<file path="config.mk">
export PLATFORM = sky130hd
export DESIGN_NAME = id_hazard_ctrl_flat
export DESIGN_NICKNAME = d
export VERILOG_FILES = /design/src/rtl/id_hazard_ctrl_if.sv /design/src/rtl/id_hazard_ctrl.sv /design/src/flat_wrapper.sv
export SDC_FILE = /design/constraint.sdc
export NUM_CORES = 1
export LEC_CHECK = 0
export CAP_MARGIN = 20
export CORE_MARGIN = 3
export CORE_UTILIZATION = 40
export CTS_BUF_LIST = sky130_fd_sc_hd__clkbuf_16
export DETAILED_ROUTE_END_ITERATION = 12
export GPL_ROUTABILITY_DRIVEN = 0
export PLACE_DENSITY = 0.76
export SKIP_LAST_GASP = 1
export SYNTH_ARGS = -nofsm -noshare
export SYNTH_HDL_FRONTEND = slang
export SYNTH_SLANG_ARGS = --single-unit
export TNS_END_PERCENT = 5
</file>
<file path="constraint.sdc">
create_clock -name clk -period 3.1 [get_ports clk]
set_input_delay 0.62 -clock clk [delete_from_list [all_inputs] [get_ports clk]]
set_output_delay 0.62 -clock clk [all_outputs]
set_load 0.01 [all_outputs]
</file>
<file path="src/rtl/id_hazard_ctrl_if.sv">
// Fetch/decode/execute handshake bundle for the ID-stage hazard controller.
// slave is the controller side, master is the surrounding pipeline.
interface id_hazard_ctrl_if;
  logic        if_valid;
  logic [31:0] if_instr;
  logic [31:0] if_pc;
  logic        if_ready;
  logic        ex_ready;
  logic        redirect;
  logic        id_valid;
  logic [31:0] id_instr;
  logic [31:0] id_pc;
  logic        hazard_stall;
  logic [15:0] stall_cnt;

  modport slave (
    input  if_valid, if_instr, if_pc, ex_ready, redirect,
    output if_ready, id_valid, id_instr, id_pc, hazard_stall, stall_cnt
  );

  modport master (
    output if_valid, if_instr, if_pc, ex_ready, redirect,
    input  if_ready, id_valid, id_instr, id_pc, hazard_stall, stall_cnt
  );
endinterface

</file>
<file path="src/rtl/id_hazard_ctrl.sv">
// IF/ID pipeline register with load-use interlock, redirect flush and a
// saturating bubble counter.
//
// state | meaning
// EMPTY | no instruction held
// FULL  | instruction held, free to issue
// STALL | instruction held, reads the rd of the load just issued
module id_hazard_ctrl (
  input  logic             clk,
  input  logic             rst,
  id_hazard_ctrl_if.slave  bus
);

  typedef enum logic [1:0] {
    EMPTY = 2'd0,
    FULL  = 2'd1,
    STALL = 2'd2
  } state_e;

  state_e      state_q, state_d;
  logic [31:0] instr_q, instr_d;
  logic [31:0] pc_q, pc_d;
  logic        load_pending_q, load_pending_d;
  logic [4:0]  load_rd_q, load_rd_d;
  logic [15:0] stall_cnt_q, stall_cnt_d;

  logic valid, valid_d, hazard, issue, capture, hazard_stall, if_ready;

  function automatic logic src_match(input logic [31:0] instr, input logic [4:0] rd);
    logic [6:0] op;
    logic       use_rs1;
    logic       use_rs2;
    op      = instr[6:0];
    use_rs1 = (op == 7'b0010011) || (op == 7'b0000011) || (op == 7'b0100011) ||
              (op == 7'b1100011) || (op == 7'b1100111) || (op == 7'b0110011);
    use_rs2 = (op == 7'b0100011) || (op == 7'b1100011) || (op == 7'b0110011);
    return (use_rs1 && (instr[19:15] == rd)) || (use_rs2 && (instr[24:20] == rd));
  endfunction

  always_comb begin
    valid          = (state_q != EMPTY);
    hazard         = (state_q == STALL);
    issue          = valid & bus.ex_ready & ~hazard & ~bus.redirect;
    if_ready       = ~bus.redirect & (~valid | issue);
    capture        = bus.if_valid & if_ready;
    hazard_stall   = hazard & ~bus.redirect;

    valid_d        = valid;
    instr_d        = instr_q;
    pc_d           = pc_q;
    load_pending_d = load_pending_q;
    load_rd_d      = load_rd_q;
    stall_cnt_d    = stall_cnt_q;

    // capture is already blocked by redirect through if_ready
    if (capture) begin
      valid_d = 1'b1;
      instr_d = bus.if_instr;
      pc_d    = bus.if_pc;
    end else if (issue || bus.redirect) begin
      valid_d = 1'b0;
    end

    if (bus.redirect) begin
      load_pending_d = 1'b0;
    end else if (issue) begin
      load_pending_d = (instr_q[6:0] == 7'b0000011) && (instr_q[11:7] != 5'd0);
      load_rd_d      = instr_q[11:7];
    end else if (bus.ex_ready) begin
      load_pending_d = 1'b0;
    end

    if (hazard_stall && (stall_cnt_q != 16'hFFFF)) begin
      stall_cnt_d = stall_cnt_q + 16'd1;
    end

    // hazard is resolved a cycle early so STALL is a plain registered state
    if (!valid_d) begin
      state_d = EMPTY;
    end else if (load_pending_d && (load_rd_d != 5'd0) && src_match(instr_d, load_rd_d)) begin
      state_d = STALL;
    end else begin
      state_d = FULL;
    end
  end

  always_ff @(posedge clk) begin
    if (rst) begin
      state_q        <= EMPTY;
      instr_q        <= 32'd0;
      pc_q           <= 32'd0;
      load_pending_q <= 1'b0;
      load_rd_q      <= 5'd0;
      stall_cnt_q    <= 16'd0;
    end else begin
      state_q        <= state_d;
      instr_q        <= instr_d;
      pc_q           <= pc_d;
      load_pending_q <= load_pending_d;
      load_rd_q      <= load_rd_d;
      stall_cnt_q    <= stall_cnt_d;
    end
  end

  assign bus.if_ready     = if_ready;
  assign bus.id_valid     = valid & ~hazard & ~bus.redirect;
  assign bus.id_instr     = instr_q;
  assign bus.id_pc        = pc_q;
  assign bus.hazard_stall = hazard_stall;
  assign bus.stall_cnt    = stall_cnt_q;

endmodule

</file>
<file path="src/flat_wrapper.sv">
// flat-port wrapper written by rule: the top's interface ports become plain ports
module id_hazard_ctrl_flat 
  (clk, rst, bus_if_valid, bus_if_instr, bus_if_pc, bus_ex_ready, bus_redirect, bus_if_ready, bus_id_valid, bus_id_instr, bus_id_pc, bus_hazard_stall, bus_stall_cnt);
  id_hazard_ctrl_if bus_i ();
  input  logic clk;
  input  logic rst;
  input wire logic [$bits(bus_i.if_valid)-1:0] bus_if_valid;
  input wire logic [$bits(bus_i.if_instr)-1:0] bus_if_instr;
  input wire logic [$bits(bus_i.if_pc)-1:0] bus_if_pc;
  input wire logic [$bits(bus_i.ex_ready)-1:0] bus_ex_ready;
  input wire logic [$bits(bus_i.redirect)-1:0] bus_redirect;
  output wire logic [$bits(bus_i.if_ready)-1:0] bus_if_ready;
  output wire logic [$bits(bus_i.id_valid)-1:0] bus_id_valid;
  output wire logic [$bits(bus_i.id_instr)-1:0] bus_id_instr;
  output wire logic [$bits(bus_i.id_pc)-1:0] bus_id_pc;
  output wire logic [$bits(bus_i.hazard_stall)-1:0] bus_hazard_stall;
  output wire logic [$bits(bus_i.stall_cnt)-1:0] bus_stall_cnt;
  assign bus_i.if_valid = bus_if_valid;
  assign bus_i.if_instr = bus_if_instr;
  assign bus_i.if_pc = bus_if_pc;
  assign bus_i.ex_ready = bus_ex_ready;
  assign bus_i.redirect = bus_redirect;
  assign bus_if_ready = bus_i.if_ready;
  assign bus_id_valid = bus_i.id_valid;
  assign bus_id_instr = bus_i.id_instr;
  assign bus_id_pc = bus_i.id_pc;
  assign bus_hazard_stall = bus_i.hazard_stall;
  assign bus_stall_cnt = bus_i.stall_cnt;
  id_hazard_ctrl u_core (.clk(clk), .rst(rst), .bus(bus_i));
endmodule
</file>
Word level (Yosys, flattened, before mapping)

Index checks and enable logic that the tools add are counted.
Widths: inputs -> output; s select.

Bitwise gates (word level): 13
Add/sub/neg operators: 1
Eq/ne operators: 11
Reduce and logical (&&, ||, !) cells: 19
Muxes and demuxes: 9

Operators with widths:

| kind                  | number |
|---|---|
| $mux 25               | 1 |
| $add 16x1->16 const B | 1 |
| $ne 16x16->1 const B  | 1 |
| $eq 7x2->1 const B    | 2 |
| $eq 7x6->1 const B    | 2 |
| $eq 7x7->1 const B    | 2 |
| $eq 5x5->1            | 2 |
| $mux 5                | 2 |
| $reduce_bool 5->1     | 2 |
| $logic_or 1x1->1      | 9 |
| $and 1x1->1           | 8 |
| $eq 7x5->1 const B    | 1 |
| $logic_and 1x1->1     | 6 |
| $mux 1                | 5 |
| $not 1->1             | 4 |
| $eq 2x2->1 const B    | 1 |
| $mux 2                | 1 |
| $reduce_bool 2->1     | 1 |
| $reduce_or 2->1       | 1 |
| $or 1x1->1            | 1 |

Output and inout port bits: 83
Register bits: 88
Word-level logic and storage cells: 60
Bits of input ports: 69

Longest topological paths before layout

Depth after elaboration: 18
Gate-level depth with buffers: 8
Mapped depth without buffers: 6

Worst setup path after synthesis

OpenSTA, ideal clock, no wires.

Kind: input -> register
Start: in bus_redirect
End: reg u_core.state_q[0]
Setup slack: 1.097 ns
Stages: 7
Path buffers: 1
Data arrival time: 1.876 ns
Required time: 2.973 ns
Library setup time: 0.127 ns
Path through: nand3b_1 > buf_6 > mux2_4 > and3_4 > nor4_1 > and4_1 > nor3_1

Longest elaborated chain between the ends: 16
Elaborated cells between the ends (all ways): 37
Classes of those cells: 8 x eq/ne; 8 x mux; 6 x bitwise; 15 x reduce/logical

Ends and longest elaborated chain:

| item                                     | RTL line                                   | source |
|---|---|---|
| start: declaration                       | flat_wrapper.sv:11                         | `input wire logic [$bits(bus_i.redirect)-1:0] bus_redirect;` |
| $not 1->1                                | id_hazard_ctrl.sv:43, id_hazard_ctrl.sv:44 |  |
| $and 1x1->1                              | id_hazard_ctrl.sv:43                       | `issue = valid & bus.ex_ready & ~hazard & ~bus.redirect;` |
| $or 1x1->1                               | id_hazard_ctrl.sv:44                       | `if_ready = ~bus.redirect & (~valid \| issue);` |
| $and 1x1->1                              | id_hazard_ctrl.sv:44                       |  |
| $and 1x1->1                              | id_hazard_ctrl.sv:45                       | `capture = bus.if_valid & if_ready;` |
| $mux 25                                  | id_hazard_ctrl.sv:56                       | `if (capture) begin` |
| $eq 7x5->1 or $eq 7x2->1 (tied branches) | id_hazard_ctrl.sv:34                       | `use_rs1 = (op == 7'b0010011) \|\| (op == 7'b0000011) \|\| (op == 7'b0100011) \|\|` |
| $logic_or 1x1->1 (3 in series)           | id_hazard_ctrl.sv:34                       |  |
| $logic_or 1x1->1 (2 in series)           | id_hazard_ctrl.sv:35                       | `(op == 7'b1100011) \|\| (op == 7'b1100111) \|\| (op == 7'b0110011);` |
| $logic_and 1x1->1                        | id_hazard_ctrl.sv:37                       | `return (use_rs1 && (instr[19:15] == rd)) \|\| (use_rs2 && (instr[24:20] == rd));` |
| $logic_or 1x1->1                         | id_hazard_ctrl.sv:37                       |  |
| $logic_and 1x1->1                        | id_hazard_ctrl.sv:80                       | `end else if (load_pending_d && (load_rd_d != 5'd0) && src_match(instr_d, load_rd_d)) begin` |
| $mux 2                                   | id_hazard_ctrl.sv:80                       |  |
| end signal: assignment                   | id_hazard_ctrl.sv:96                       | `state_q <= state_d;` |
| end: declaration                         | id_hazard_ctrl.sv:20                       | `state_e state_q, state_d;` |

Several ways; a longest one is shown, not always the timed one.
A chain may end at the register's enable or synchronous reset.

Worst setup path in the final report

Start: in bus_ex_ready
End: out bus_if_ready

Longest elaborated chain between the ends: 5

Ends and longest elaborated chain:

| item                      | RTL line             | source |
|---|---|---|
| start: declaration        | flat_wrapper.sv:10   | `input wire logic [$bits(bus_i.ex_ready)-1:0] bus_ex_ready;` |
| $and 1x1->1 (3 in series) | id_hazard_ctrl.sv:43 |  |
| $or 1x1->1                | id_hazard_ctrl.sv:44 |  |
| $and 1x1->1               | id_hazard_ctrl.sv:44 |  |
| end: declaration          | flat_wrapper.sv:12   | `output wire logic [$bits(bus_i.if_ready)-1:0] bus_if_ready;` |

No other way between the ends.

==> results.md <==
* Post CTS Setup Buffer Count at 0
* Compound-Gate Fraction of Synth Area at 14.1%
* Vias per std cell at 5.15
* Total Routed Length at approximately 11000 µm
* Layout fillers at around 760
* Final hold vios at 0
* Core area at 8760 µm²
* Startpoint types: primary input
* Slew headroom at 53.6%
* Ports at 152
* WL/cell at 15.1 µm
* Cts repair resizes at 0
* Mean Syn Cell Area at about 8.2 µm²
* PnR worst setup slack at 0.260 ns
* Period minus WS final at 2.84 ns
* DR vias at 3598
* CP dominant cell by count: clkdlybuf4s50_1
* First-pass GRT wire length at 16700 µm
* Die area at between 10000 and 15000 µm²
* Yosys reg bits at 88
* Input/output buffers at 151
* Distinct cells, synth at 39
* Data arrival, critical path at 2.22 ns
* Antenna violations before repair at 0
* Hold Buf Count CTS at 0
* Ys async rst share at 0%
* Vias in the first global route at 3505
* Site Rows at 34
* Syn nets at 516
* Diode count at 0
* Layout cell share with drive strength beyond 1 at under 10%
* Syn Inst Count at 446
* Max Slew Vio Count at 0
* Initial Util at 41.6%
* Worst hold start: u_core.bus.id_pc[16]
* Nets at 656
* Yosys warnings at 0
* DP HPWL at 7660 µm
* Post-route ant nets at 0
* DRC viols at 0
* Clk slew on worst S/H paths at 0.06 ns
* Synth Cell Area at approximately 3600 µm²
* CP endpoint kind: output port
* CTS Buf Count at 9
* Place WS at 0.0484 ns
* Worst Setup SP: bus_ex_ready
* CP Cell Sequence: clkdlybuf4s50_1 -> nor2b_2 -> nor3_1 -> clkdlybuf4s50_1
* TritonRoute pass-1 iters at 4
* DRT iter0 DRCs at 127
* Worst r2r src: u_core.state_q[0]
* Primary FF master, synth: dfxtp_1
* Clock root cell: clkbuf_16
* XOR/XNOR Fraction of Synth Area at 4.09%
* Clock skew at 0.00562 ns
* Run status: complete, no violations
* FMAX at 352 MHz
* Lkg Pwr at 2.05 nW
* Pin count of the biggest net entering global routing at 53
* Power density over the cells at 471 nW/µm²
* Final Cycle Share at 91.6%
* DIE WIDTH at 101 µm
* Slowest CP cell: clkdlybuf4s50_1
* Crit path largest cell delay at about 0.50 ns
* Setup Viol. Count Final at 0
* RSZ-0062 raised after global routing: no
* Sequential cell area fraction in the yosys report at 48.4%
* CTS tree: built
* Synth top area cells: dfxtp_1, nand2_1, a21oi_1
* Sink Count at 88
* Worst path required time at 2.48 ns
* Latest clock arrival within the worst-skew pair at 0.33 ns
* Simple-Gate Fraction of Synth Area at 26.3%
* Worst-Margin Slew at 0.696 ns
* Synth top area share at 48.4%
* Largest family of logic cells by synthesized area: simple AND/OR/NAND/NOR gates
* Post-Synth Adder-Cell Area at 0.344%
* GRT Total Usage at 20.4%
* Maxcap violations at 0
* H-Tree Depth at 3
* Clock Tree Buf Depth at 2
* Die Height at 101 µm
* Post-synthesis mux area share at 3.23%
* Post-synth EDFFs at 0
* Overflow after GRT at 0
* Setup Crit Path Kind: primary input to output port
* Setup TNS at 0 ns
* Worst hold path type: register to register
* Crit path max fanout at 11
* Area Growth Syn to Fin at 52.0%
* Synth area leader: dfxtp_1
* Maximum VDD drop at approximately 0.00027 V
## cell type report
type | count | area, µm² | share of cell area [%]
clock buffer | 9 | 225 | 4.07
timing repair buffer | 159 | 1580 | 28.5
tap | 108 | 135 | 2.44
clock inverter | 7 | 71.3 | 1.29
sequential | 88 | 1760 | 31.8
multi-input combinational | 328 | 1760 | 31.9
## metrics by stage
stage | hold slack [ns] | power [mW] | cells | cell area (µm²) | util, %
2_1_floorplan | 0.448 | 1.35 | 446 | 3640 | -
5_1_grt | 0.478 | 2.69 | 699 | 5540 | 63.2
4_1_cts | 0.456 | 2.63 | 699 | 5530 | 63.1
3_5_place_dp | 0.447 | 1.55 | 683 | 5240 | 59.8
3_3_place_gp | 0.441 | 1.54 | 683 | 5240 | 59.8
6_report | 0.452 | 2.61 | 699 | 5540 | 63.2
## cell usage in the layout, fill, tap and decap left out, drive strengths merged, types with 2 or more instances in the layout
master / n
a21o: 2
and4: 3
and3: 12
clkinvlp: 2
mux2: 3
nor4: 3
buf: 9
nand3: 7
nor3: 5
clkdlybuf4s50: 150
mux2i: 6
a21oi: 70
a211oi: 3
o31ai: 10
nor2: 27
nand2b: 4
inv: 3
nor2b: 4
nand2: 121
and2b: 2
dfxtp: 88
clkbuf: 9
xnor2: 5
xor2: 12
nand4: 15
o22ai: 2
nand3b: 4
## power breakdown
| part | total [mW] | switching, mW | internal (mW) |
|---|---|---|---|
| registers | 1.20 | 0.0255 | 1.17 |
| logic | 0.329 | 0.144 | 0.186 |
| clock network | 1.08 | 0.456 | 0.626 |
| total | 2.61 | 0.625 | 1.98 |
## worst max-delay path, delay by kind of cell
family,cells,cell delay [ns]
buf+inv,2,0.98
simple gates,2,0.61
## metal layers
| metal | up-vias | share of wire [%] | global-route usage (%) |
|---|---|---|---|
| met5 | - | 0 | 0 |
| met1 | 1665 | 42 | 25.6 |
| met2 | 120 | 49 | 32.9 |
| met4 | 0 | 1.5 | 7.77 |
| met3 | 15 | 8.0 | 6.06 |
| li1 | 1798 | - | - |
## kinds of logic after synthesis
family	after synthesis
compound gates	91
xor+xnor	17
fa+ha+maj	1
buf+inv	30
flops	88
mux	9
simple gates	210
## path summary, 6_finish.rpt
| check | to | slack, ns | cells after the start |
|---|---|---|---|
| setup reg to reg | u_core.state_q[1] | 0.96 | 6 |
| setup / recovery | bus_if_ready | 0.26 | 4 |
| hold reg to reg | u_core.bus.id_pc[16] | 0.45 | 2 |
| hold / removal | u_core.bus.id_pc[16] | 0.45 | 2 |
## synthesized netlist by cell type, types with 2 or more instances
library cell	number
mux2i_1	4
mux2_4	2
nand3b_1	4
nand4_1	15
and4_1	3
dfxtp_1	88
o22ai_1	2
and2b_1	2
and3_1	11
xnor2_1	5
nand3_1	7
a21o_1	2
o31ai_1	10
xor2_1	12
buf_2	8
a211oi_1	3
nor4_1	3
nand2b_1	4
nor3_1	4
clkbuf_1	13
buf_1	8
nor2_1	27
nor2b_1	4
a21oi_1	70
nand2_1	121
## flip-flops by register name, summed over array words and instances, names as in the netlist
name and count:
u_core.bus.id_instr 32, u_core.bus.id_pc 32, u_core.bus.stall_cnt 16, u_core.load_rd_q 5
u_core.state_q 2, u_core.load_pending_q 1
Note: power is estimated with default switching activity, not from simulation.
